===== config.mk =====
export PLATFORM = sky130hd
export DESIGN_NAME = fetch0
export DESIGN_NICKNAME = d
export VERILOG_FILES = /design/src/rtl/fetch0.sv
export SDC_FILE = /design/constraint.sdc
export NUM_CORES = 1
export LEC_CHECK = 0
export BUFFER_PORTS_ARGS = -buffer_cell sky130_fd_sc_hd__buf_2
export CORE_UTILIZATION = 31
export DETAILED_ROUTE_END_ITERATION = 12
export PLACE_DENSITY = 0.53
export REMOVE_ABC_BUFFERS = 1
export SYNTH_ARGS = -nofsm -noshare
export SYNTH_HDL_FRONTEND = slang
export SYNTH_SLANG_ARGS = --single-unit
export TNS_END_PERCENT = 100

===== constraint.sdc =====
create_clock -name clk_core -period 6.2 [get_ports clk_core]
set_input_delay 0.31 -clock clk_core [delete_from_list [all_inputs] [get_ports clk_core]]
set_output_delay 0.31 -clock clk_core [all_outputs]
set_load 0.05 [all_outputs]

===== src/rtl/fetch0.sv =====
// -----------------------------------------------------------------------------
// fetch0 -- front-end PC generator and instruction-request stage.
//
// Owns the architectural fetch PC, issues in-order word requests to the
// instruction cache, and buffers returned instructions for decode. Redirects
// from the CSR unit and from execute reload the PC, flush the output buffer
// and mark every fetch still in flight as stale so its response is discarded.
//
// Ports
//   clk_core, reset_n         core clock, synchronous active-low reset
//   csr_kill                  flush output buffer and in-flight fetches
//   csr_fe_inhibit            block new request issue
//   csr_setpc / csr_newpc     CSR redirect (word address)
//   ex_setpc / ex_newpc       execute branch/jump redirect (word address)
//   fe0_req_valid/_pc         icache request, handshakes with ic_req_ready
//   ic_resp_valid/_data/_fault  icache response, in request order
//   fe0_valid/_pc/_insn/_exc  instruction offered to decode
//   de_stall                  decode not accepting
// -----------------------------------------------------------------------------
module fetch0 #(
   parameter logic [31:0] RESET_PC = 32'h0000_0000
) (
   input  logic        clk_core,
   input  logic        reset_n,
   input  logic        csr_kill,
   input  logic        csr_fe_inhibit,
   input  logic        csr_setpc,
   input  logic [31:2] csr_newpc,
   input  logic        ex_setpc,
   input  logic [31:2] ex_newpc,
   output logic        fe0_req_valid,
   output logic [31:2] fe0_req_pc,
   input  logic        ic_req_ready,
   input  logic        ic_resp_valid,
   input  logic [31:0] ic_resp_data,
   input  logic        ic_resp_fault,
   output logic        fe0_valid,
   output logic [31:2] fe0_pc,
   output logic [31:0] fe0_insn,
   output logic        fe0_exc,
   input  logic        de_stall
);

   localparam logic [31:2] RESET_WPC = RESET_PC[31:2];

   // Architectural fetch PC and counters.
   logic [31:2] pc_q, pc_d;
   logic [1:0]  outstanding_q, outstanding_d;
   logic [1:0]  count_q, count_d;
   logic [1:0]  drop_cnt_q, drop_cnt_d;

   // In-flight PC queue (depth 2).
   logic [31:2] ifq_pc_q [2];
   logic        ifq_wr_q, ifq_wr_d;
   logic        ifq_rd_q, ifq_rd_d;

   // Output FIFO of {pc, insn, fault} (depth 2).
   logic [31:2] ofq_pc_q    [2];
   logic [31:0] ofq_insn_q  [2];
   logic        ofq_fault_q [2];
   logic        ofq_wr_q, ofq_wr_d;
   logic        ofq_rd_q, ofq_rd_d;

   logic redir;
   logic credit;
   logic issue;
   logic drop;
   logic enq;
   logic deq;

   assign redir  = csr_setpc | ex_setpc | csr_kill;
   // Credit covers both fetches in flight and entries already buffered, so a
   // returning response always finds a free FIFO slot.
   assign credit = ({1'b0, outstanding_q} + {1'b0, count_q}) < 3'd2;

   // reset_n gating keeps the request quiet while the block is held in reset.
   assign fe0_req_valid = reset_n & ~redir & ~csr_fe_inhibit & credit;
   assign fe0_req_pc    = pc_q;

   assign issue = fe0_req_valid & ic_req_ready;
   // A response is stale if a redirect is happening now or an earlier one
   // left fetches to discard.
   assign drop  = ic_resp_valid & (redir | (drop_cnt_q != 2'd0));
   assign enq   = ic_resp_valid & ~drop;
   assign deq   = (count_q != 2'd0) & ~de_stall;

   assign fe0_valid = count_q != 2'd0;
   assign fe0_pc    = ofq_pc_q[ofq_rd_q];
   assign fe0_insn  = ofq_insn_q[ofq_rd_q];
   assign fe0_exc   = ofq_fault_q[ofq_rd_q];

   always_comb begin
      // NOTE: every signal written here gets a default first, so no path through
      // the if/else chains can leave one unassigned and infer a latch.
      pc_d          = pc_q;
      outstanding_d = outstanding_q;
      count_d       = count_q;
      drop_cnt_d    = drop_cnt_q;
      ifq_wr_d      = ifq_wr_q;
      ifq_rd_d      = ifq_rd_q;
      ofq_wr_d      = ofq_wr_q;
      ofq_rd_d      = ofq_rd_q;

      // csr_setpc wins; ex_setpc is ignored under csr_kill; kill alone holds pc.
      if (csr_setpc)                  pc_d = csr_newpc;
      else if (ex_setpc && !csr_kill) pc_d = ex_newpc;
      else if (issue)                 pc_d = pc_q + 30'd1;

      if (issue && !ic_resp_valid)      outstanding_d = outstanding_q + 2'd1;
      else if (!issue && ic_resp_valid) outstanding_d = outstanding_q - 2'd1;

      if (issue)         ifq_wr_d = ~ifq_wr_q;
      if (ic_resp_valid) ifq_rd_d = ~ifq_rd_q;

      if (redir) begin
         // Everything still outstanding after this cycle is stale. No issue can
         // happen in a redirect cycle, so that is exactly outstanding_d.
         drop_cnt_d = outstanding_d;
         count_d    = 2'd0;
         ofq_wr_d   = 1'b0;
         ofq_rd_d   = 1'b0;
      end else begin
         if (drop) drop_cnt_d = drop_cnt_q - 2'd1;
         if (enq && !deq)      count_d = count_q + 2'd1;
         else if (!enq && deq) count_d = count_q - 2'd1;
         if (enq) ofq_wr_d = ~ofq_wr_q;
         if (deq) ofq_rd_d = ~ofq_rd_q;
      end
   end

   always_ff @(posedge clk_core) begin
      // NOTE: sequential state uses non-blocking assignments so every register
      // samples the pre-edge values regardless of statement order.
      if (!reset_n) begin
         pc_q          <= RESET_WPC;
         outstanding_q <= 2'd0;
         count_q       <= 2'd0;
         drop_cnt_q    <= 2'd0;
         ifq_wr_q      <= 1'b0;
         ifq_rd_q      <= 1'b0;
         ofq_wr_q      <= 1'b0;
         ofq_rd_q      <= 1'b0;
         // NOTE: the output FIFO storage is reset because its head drives
         // fe0_pc/fe0_insn/fe0_exc, which must read zero out of reset.
         for (int i = 0; i < 2; i++) begin
            ofq_pc_q[i]    <= '0;
            ofq_insn_q[i]  <= '0;
            ofq_fault_q[i] <= 1'b0;
         end
      end else begin
         pc_q          <= pc_d;
         outstanding_q <= outstanding_d;
         count_q       <= count_d;
         drop_cnt_q    <= drop_cnt_d;
         ifq_wr_q      <= ifq_wr_d;
         ifq_rd_q      <= ifq_rd_d;
         ofq_wr_q      <= ofq_wr_d;
         ofq_rd_q      <= ofq_rd_d;
         if (enq) begin
            ofq_pc_q[ofq_wr_q]    <= ifq_pc_q[ifq_rd_q];
            ofq_insn_q[ofq_wr_q]  <= ic_resp_data;
            ofq_fault_q[ofq_wr_q] <= ic_resp_fault;
         end
      end
   end

   // In-flight PC storage is never read before written, so it carries no reset.
   always_ff @(posedge clk_core) begin
      if (issue) ifq_pc_q[ifq_wr_q] <= pc_q;
   end

   // A response with nothing outstanding means the icache has lost ordering.
   resp_needs_outstanding: assert property (
      @(posedge clk_core) disable iff (!reset_n)
      !(ic_resp_valid && (outstanding_q == 2'd0)));

endmodule

; ---- Word-level counts from Yosys, hierarchy flattened
; Memories as Yosys holds them, arrays and structs flattened. A register that Yosys moved wholly into a read port is not among the register bits.
; Cells that the tools add are included.
[word_totals]
mem_count = 4
out_inout_bits = 95
regBits = 40
in_bits = 102
ramBits = 186
word_cells = 90
[memory_table]
columns = memory, words, word_bits, read_ports, rd_clocked_by_memory_dff, wr, line
row1 = ofq_insn_q, 2, 32, 1, 1, 2, 59  ; logic [31:0] ofq_insn_q [2];
row2 = ifq_pc_q, 2, 30, 1, 1, 1, 53  ; logic [31:2] ifq_pc_q [2];
row3 = ofq_pc_q, 2, 30, 1, 1, 2, 58  ; logic [31:2] ofq_pc_q [2];
row4 = ofq_fault_q, 2, 1, 1, 1, 2, 60  ; logic ofq_fault_q [2];
[classes]
reduce_logical = 19
n_lt_le_gt_ge = 1
add_sub_neg = 7
n_mux = 32
n_bitwise = 19
[op_table]
columns = cell, n
row1 = $mux 30, 4
row2 = $mux 32, 1
row3 = $reduce_or 32->1, 1
row4 = $add 30x1->30 const B, 1
row5 = $reduce_or 30->1, 1
row6 = $mux 1, 21
row7 = $mux 2, 6
row8 = $not 1->1, 9
row9 = $reduce_bool 2->1, 4
row10 = $and 1x1->1, 7
row11 = $sub 2x1->2 const B, 3
row12 = $logic_and 1x1->1, 5
row13 = $logic_not 1->1, 5
row14 = $add 2x1->2 const B, 2
row15 = $add 2x2->3, 1
row16 = $lt 3x2->1 const B, 1
row17 = $or 1x1->1, 3
row18 = $reduce_bool 3->1, 1
row19 = $reduce_or 2->1, 1
row20 = $reduce_or 1->1, 1

; ---- Longest topological paths before layout
[logic_depth]
ltp_word = 12
mapped_depth = 9
ltp_nobuf = 7

; ---- Worst setup path before layout
; No wires, ideal clock.
[synth_path]
path_type = input to register
startpoint = input port csr_kill
endpoint = memory ofq_insn_q[0][0], enable pin
setup_time_ns = 0.570
path_buffers = 1
required_time_ns = 5.630
setup_slack_ns = 0.290
t_arrival_ns = 5.340
stages = 5
cell_sequence = nor3_4 and3_1 buf_6 inv_2 o21ai_0
[synth_rtl]
columns = element, line
row1 = start: declaration, 25  ; input logic csr_kill,
row2 = end: declaration, 59

; ---- Worst setup path after layout
[layout_path]
startpoint = register outstanding_q[0]
endpoint = memory ifq_pc_q[0][1] in the netlist's numbering, enable pin
[layout_via]
elab_chain_cells = 6
[layout_lines]
columns = element, line
row1 = start: declaration, 48  ; logic [1:0] outstanding_q, outstanding_d;
row2 = start signal: assignment, 152  ; outstanding_q <= outstanding_d;
row3 = $add 2x2->3, 74  ; assign credit = ({1'b0, outstanding_q} + {1'b0, count_q}) < 3'd2;
row4 = $lt 3x2->1, 74
row5 = $and 1x1->1, 77  ; assign fe0_req_valid = reset_n & ~redir & ~csr_fe_inhibit & credit;
row6 = $and 1x1->1, 80  ; assign issue = fe0_req_valid & ic_req_ready;
row7 = $mux 1, 169  ; if (issue) ifq_pc_q[ifq_wr_q] <= pc_q;
row8 = $mux 1 (implied by the code), 169
row9 = end: declaration, 53
; No other way between the ends.

==> impl_metrics.toml <==
[critical_path]
required_ps = 6410
critPathMaxFanout = 16
end_kind = "flip-flop"
slowest_stage = "nor2_2"
worst_path_largest_cell_delay_ps = 780
path_cells = "and2_1, fa_1, nor4b_2, nand2_1, nor2_2, buf_4"
crit_type = "flip-flop to flip-flop"
worstPathArrival_ps = 3660
start_kind = "flip-flop"

[floorplan]
die_h_um = 184
core_um2 = 32500
boundaryPins = 197
start_util_pct = 31.6
dieArea_um2 = 33900
row_count = 66
die_w_um = 184

[drt]
vias_per_cell = 4.81
totalWireLength_um = 26800
via_count = 7043
dr.pass1.iters = 4
drc = 0
wl_per_cell_um = 18.3
drt-initial-drc-count = 352
ant_nets = 0

[final_layout]
finish.utilization_pct = 38.5
drive_gt1_share_pct = 32.8
nets = 1108
syn_to_final_growth_pct = 21.9
fillers = 3219

[cts]
cts_made_buffers = 26
postCtsResizedCells = 0
clockBufferDepth = 3
cts_sinks = 228
cts_root_buf = "clkbuf_16"
post_cts_buffers = 0
clock_latency_ps = 520
cts_tree = "done"
cts.clk_slew.worst_paths_ps = 60
h-tree-depth = 1
holdBufCountCts = 0

[sta]
final_hold_viol_count = 0
period_needed_ps = 3450
tightest_slew_ps = 1220
slew_headroom_pct = 18.9
rsz0062_at_grt = "false"
setup_violations = 0
holdWs_ps = 43.3
fin_skew_ps = 9.25
finalCritPeriodShare_pct = 55.6
report.final.slew_viol_count = 0
finalSetupTns_ps = 0
max_freq_mhz = 290

[place]
dpl.hpwl_um = 17400
port_buffers = 196
place_congestion = 0.783

[yosys]
ys_seq_area_share_pct = 62.3
synth_async_sr_flop_share_pct = 0
ys.flop_type = "edfxtp_1"
yosysTopAreaCellShare_pct = 53.8
syn-cell-area_um2 = 10300
synth.avg_cell_area_um2 = 12.5
ys_ff_latch = 228
yosys.area.top_type = "edfxtp_1"
yosys_warnings = 0
yosys-top-cells-area = "edfxtp_1, dfxtp_1, mux2_2, and2_1, mux2i_1"
synth_edf_count = 184
ys_types = 61
netlist_instances = 821

[worst_hold_path]
hp-class = "input port to flip-flop"

[global_routing]
grt_pass1_vias = 6827
grt_use_total_pct = 15.5
grt_max_degree = 65
antenna_found_initial = 1
grt_overflow_total = 0
grt_pass1_wl_um = 39900

[power_and_ir_drop]
power.density_nw_per_um2 = 291
p_leak_nw = 4.82
ir_drop_uv = 205

[run_status]
outcome = "complete, no violations"

[run]
maxCapViolations = 0
[layout by cell type, fill, tap and decap left out, types with 9 or more instances in the layout]
cell and n:
nand3_1 16, mux2i_1 34, nand2_1 42, nor2_1 86, nor2_2 12, dfxtp_1 42
nor3_1 11, and2_1 71, and3_1 17, buf_2 196, xor2_1 9, mux2_2 62
edfxtp_1 184, nand4_1 12, clkbuf_16 27, a21oi_1 26, o21ai_0 28, buf_4 10
nor4_1 12
[flip-flops by register name, summed over array words and instances, names as in the netlist, named ones only]
signal / flops
ifq_wr_q: 1
ofq_wr_q: 1
ofq_insn_q: 64
ofq_fault_q: 2
count_q: 2
ifq_rd_q: 1
ofq_pc_q: 60
fe0_req_pc: 30
drop_cnt_q: 2
outstanding_q: 2
ofq_rd_q: 1
ifq_pc_q: 60
[final timing paths]
check | start | end | slack [ps] | cells past startpoint
setup / recovery | outstanding_q[0] | ifq_pc_q[0][1] | 2750 | 6
hold / removal | csr_newpc[2] | fe0_req_pc[2] | 40 | 3
setup reg to reg | outstanding_q[0] | ifq_pc_q[0][1] | 2750 | 6
hold reg to reg | ofq_fault_q[0] | ofq_fault_q[0] | 480 | 2
[worst max-delay path, delay by kind of cell (launching register included)]
kind	cells	cell delay (ps)
adder cells (fa/ha/maj)	1	450
flip-flops	1	420
buffers and inverters	1	390
AND/OR/NAND/NOR	4	1870
[power by group]
part           switching [mW]  internal, mW  total [mW]
Clock                   0.588         0.920        1.51
Sequential             0.0541          1.71        1.76
Combinational           0.256         0.115       0.371
[per-stage QoR]
| step | worst slack, ps | instance area (um^2) | std cells | total power [mW] |
|---|---|---|---|---|
| 2_1_floorplan | 272 | 10000 | 768 | 2.03 |
| 3_3_place_gp | 2920 | 11700 | 1416 | 2.17 |
| 3_5_place_dp | 2720 | 11700 | 1416 | 2.17 |
| 4_1_cts | 2730 | 12500 | 1464 | 3.69 |
| 5_1_grt | 2520 | 12500 | 1464 | 3.77 |
| 6_report | 2750 | 12500 | 1465 | 3.64 |
[layout make-up]
cell class	count	area, um^2	area share, %
Timing Repair Buffer	206	1060	8.43
Inverter	9	33.8	0.270
Multi-Input combinational cell	531	3610	28.8
Clock inverter	6	53.8	0.430
Antenna cell	1	2.50	0.0200
Sequential cell	228	6410	51.2
Tap cell	442	553	4.42
Clock buffer	42	802	6.40
[cells in the mapped netlist, types with 6 or more instances]
cell type / count
xor2_1: 9
and3_1: 17
clkbuf_1: 36
edfxtp_1: 184
nor3_1: 11
inv_1: 6
o21ai_0: 29
mux2_2: 62
mux2i_1: 34
nor4_1: 12
and2_1: 71
buf_2: 9
dfxtp_1: 44
a211oi_1: 8
nor2_1: 87
nand3_1: 16
nor2_2: 11
nand4_1: 12
xnor2_1: 8
a21oi_1: 26
nand2_1: 43
[cells by family after synthesis]
logic type | after synthesis | synth area share, %
AO/OA/AOI/OAI | 114 | 7.48
multiplexers | 96 | 10.1
AND/OR/NAND/NOR | 300 | 15.3
adder cells (fa/ha/maj) | 4 | 0.560
XOR/XNOR | 17 | 1.45
buffers and inverters | 62 | 2.78
flip-flops | 228 | 62.3
[routing by layer]
| layer | wire (um) | vias up | track usage, % |
|---|---|---|---|
| li1 | - | 3409 | - |
| met1 | 12000 | 3369 | 20.1 |
| met2 | 12700 | 232 | 26.7 |
| met3 | 1590 | 33 | 3.03 |
| met4 | 388 | 0 | 3.57 |
| met5 | 0 | - | 0 |
(Power assumes the default switching activity.)
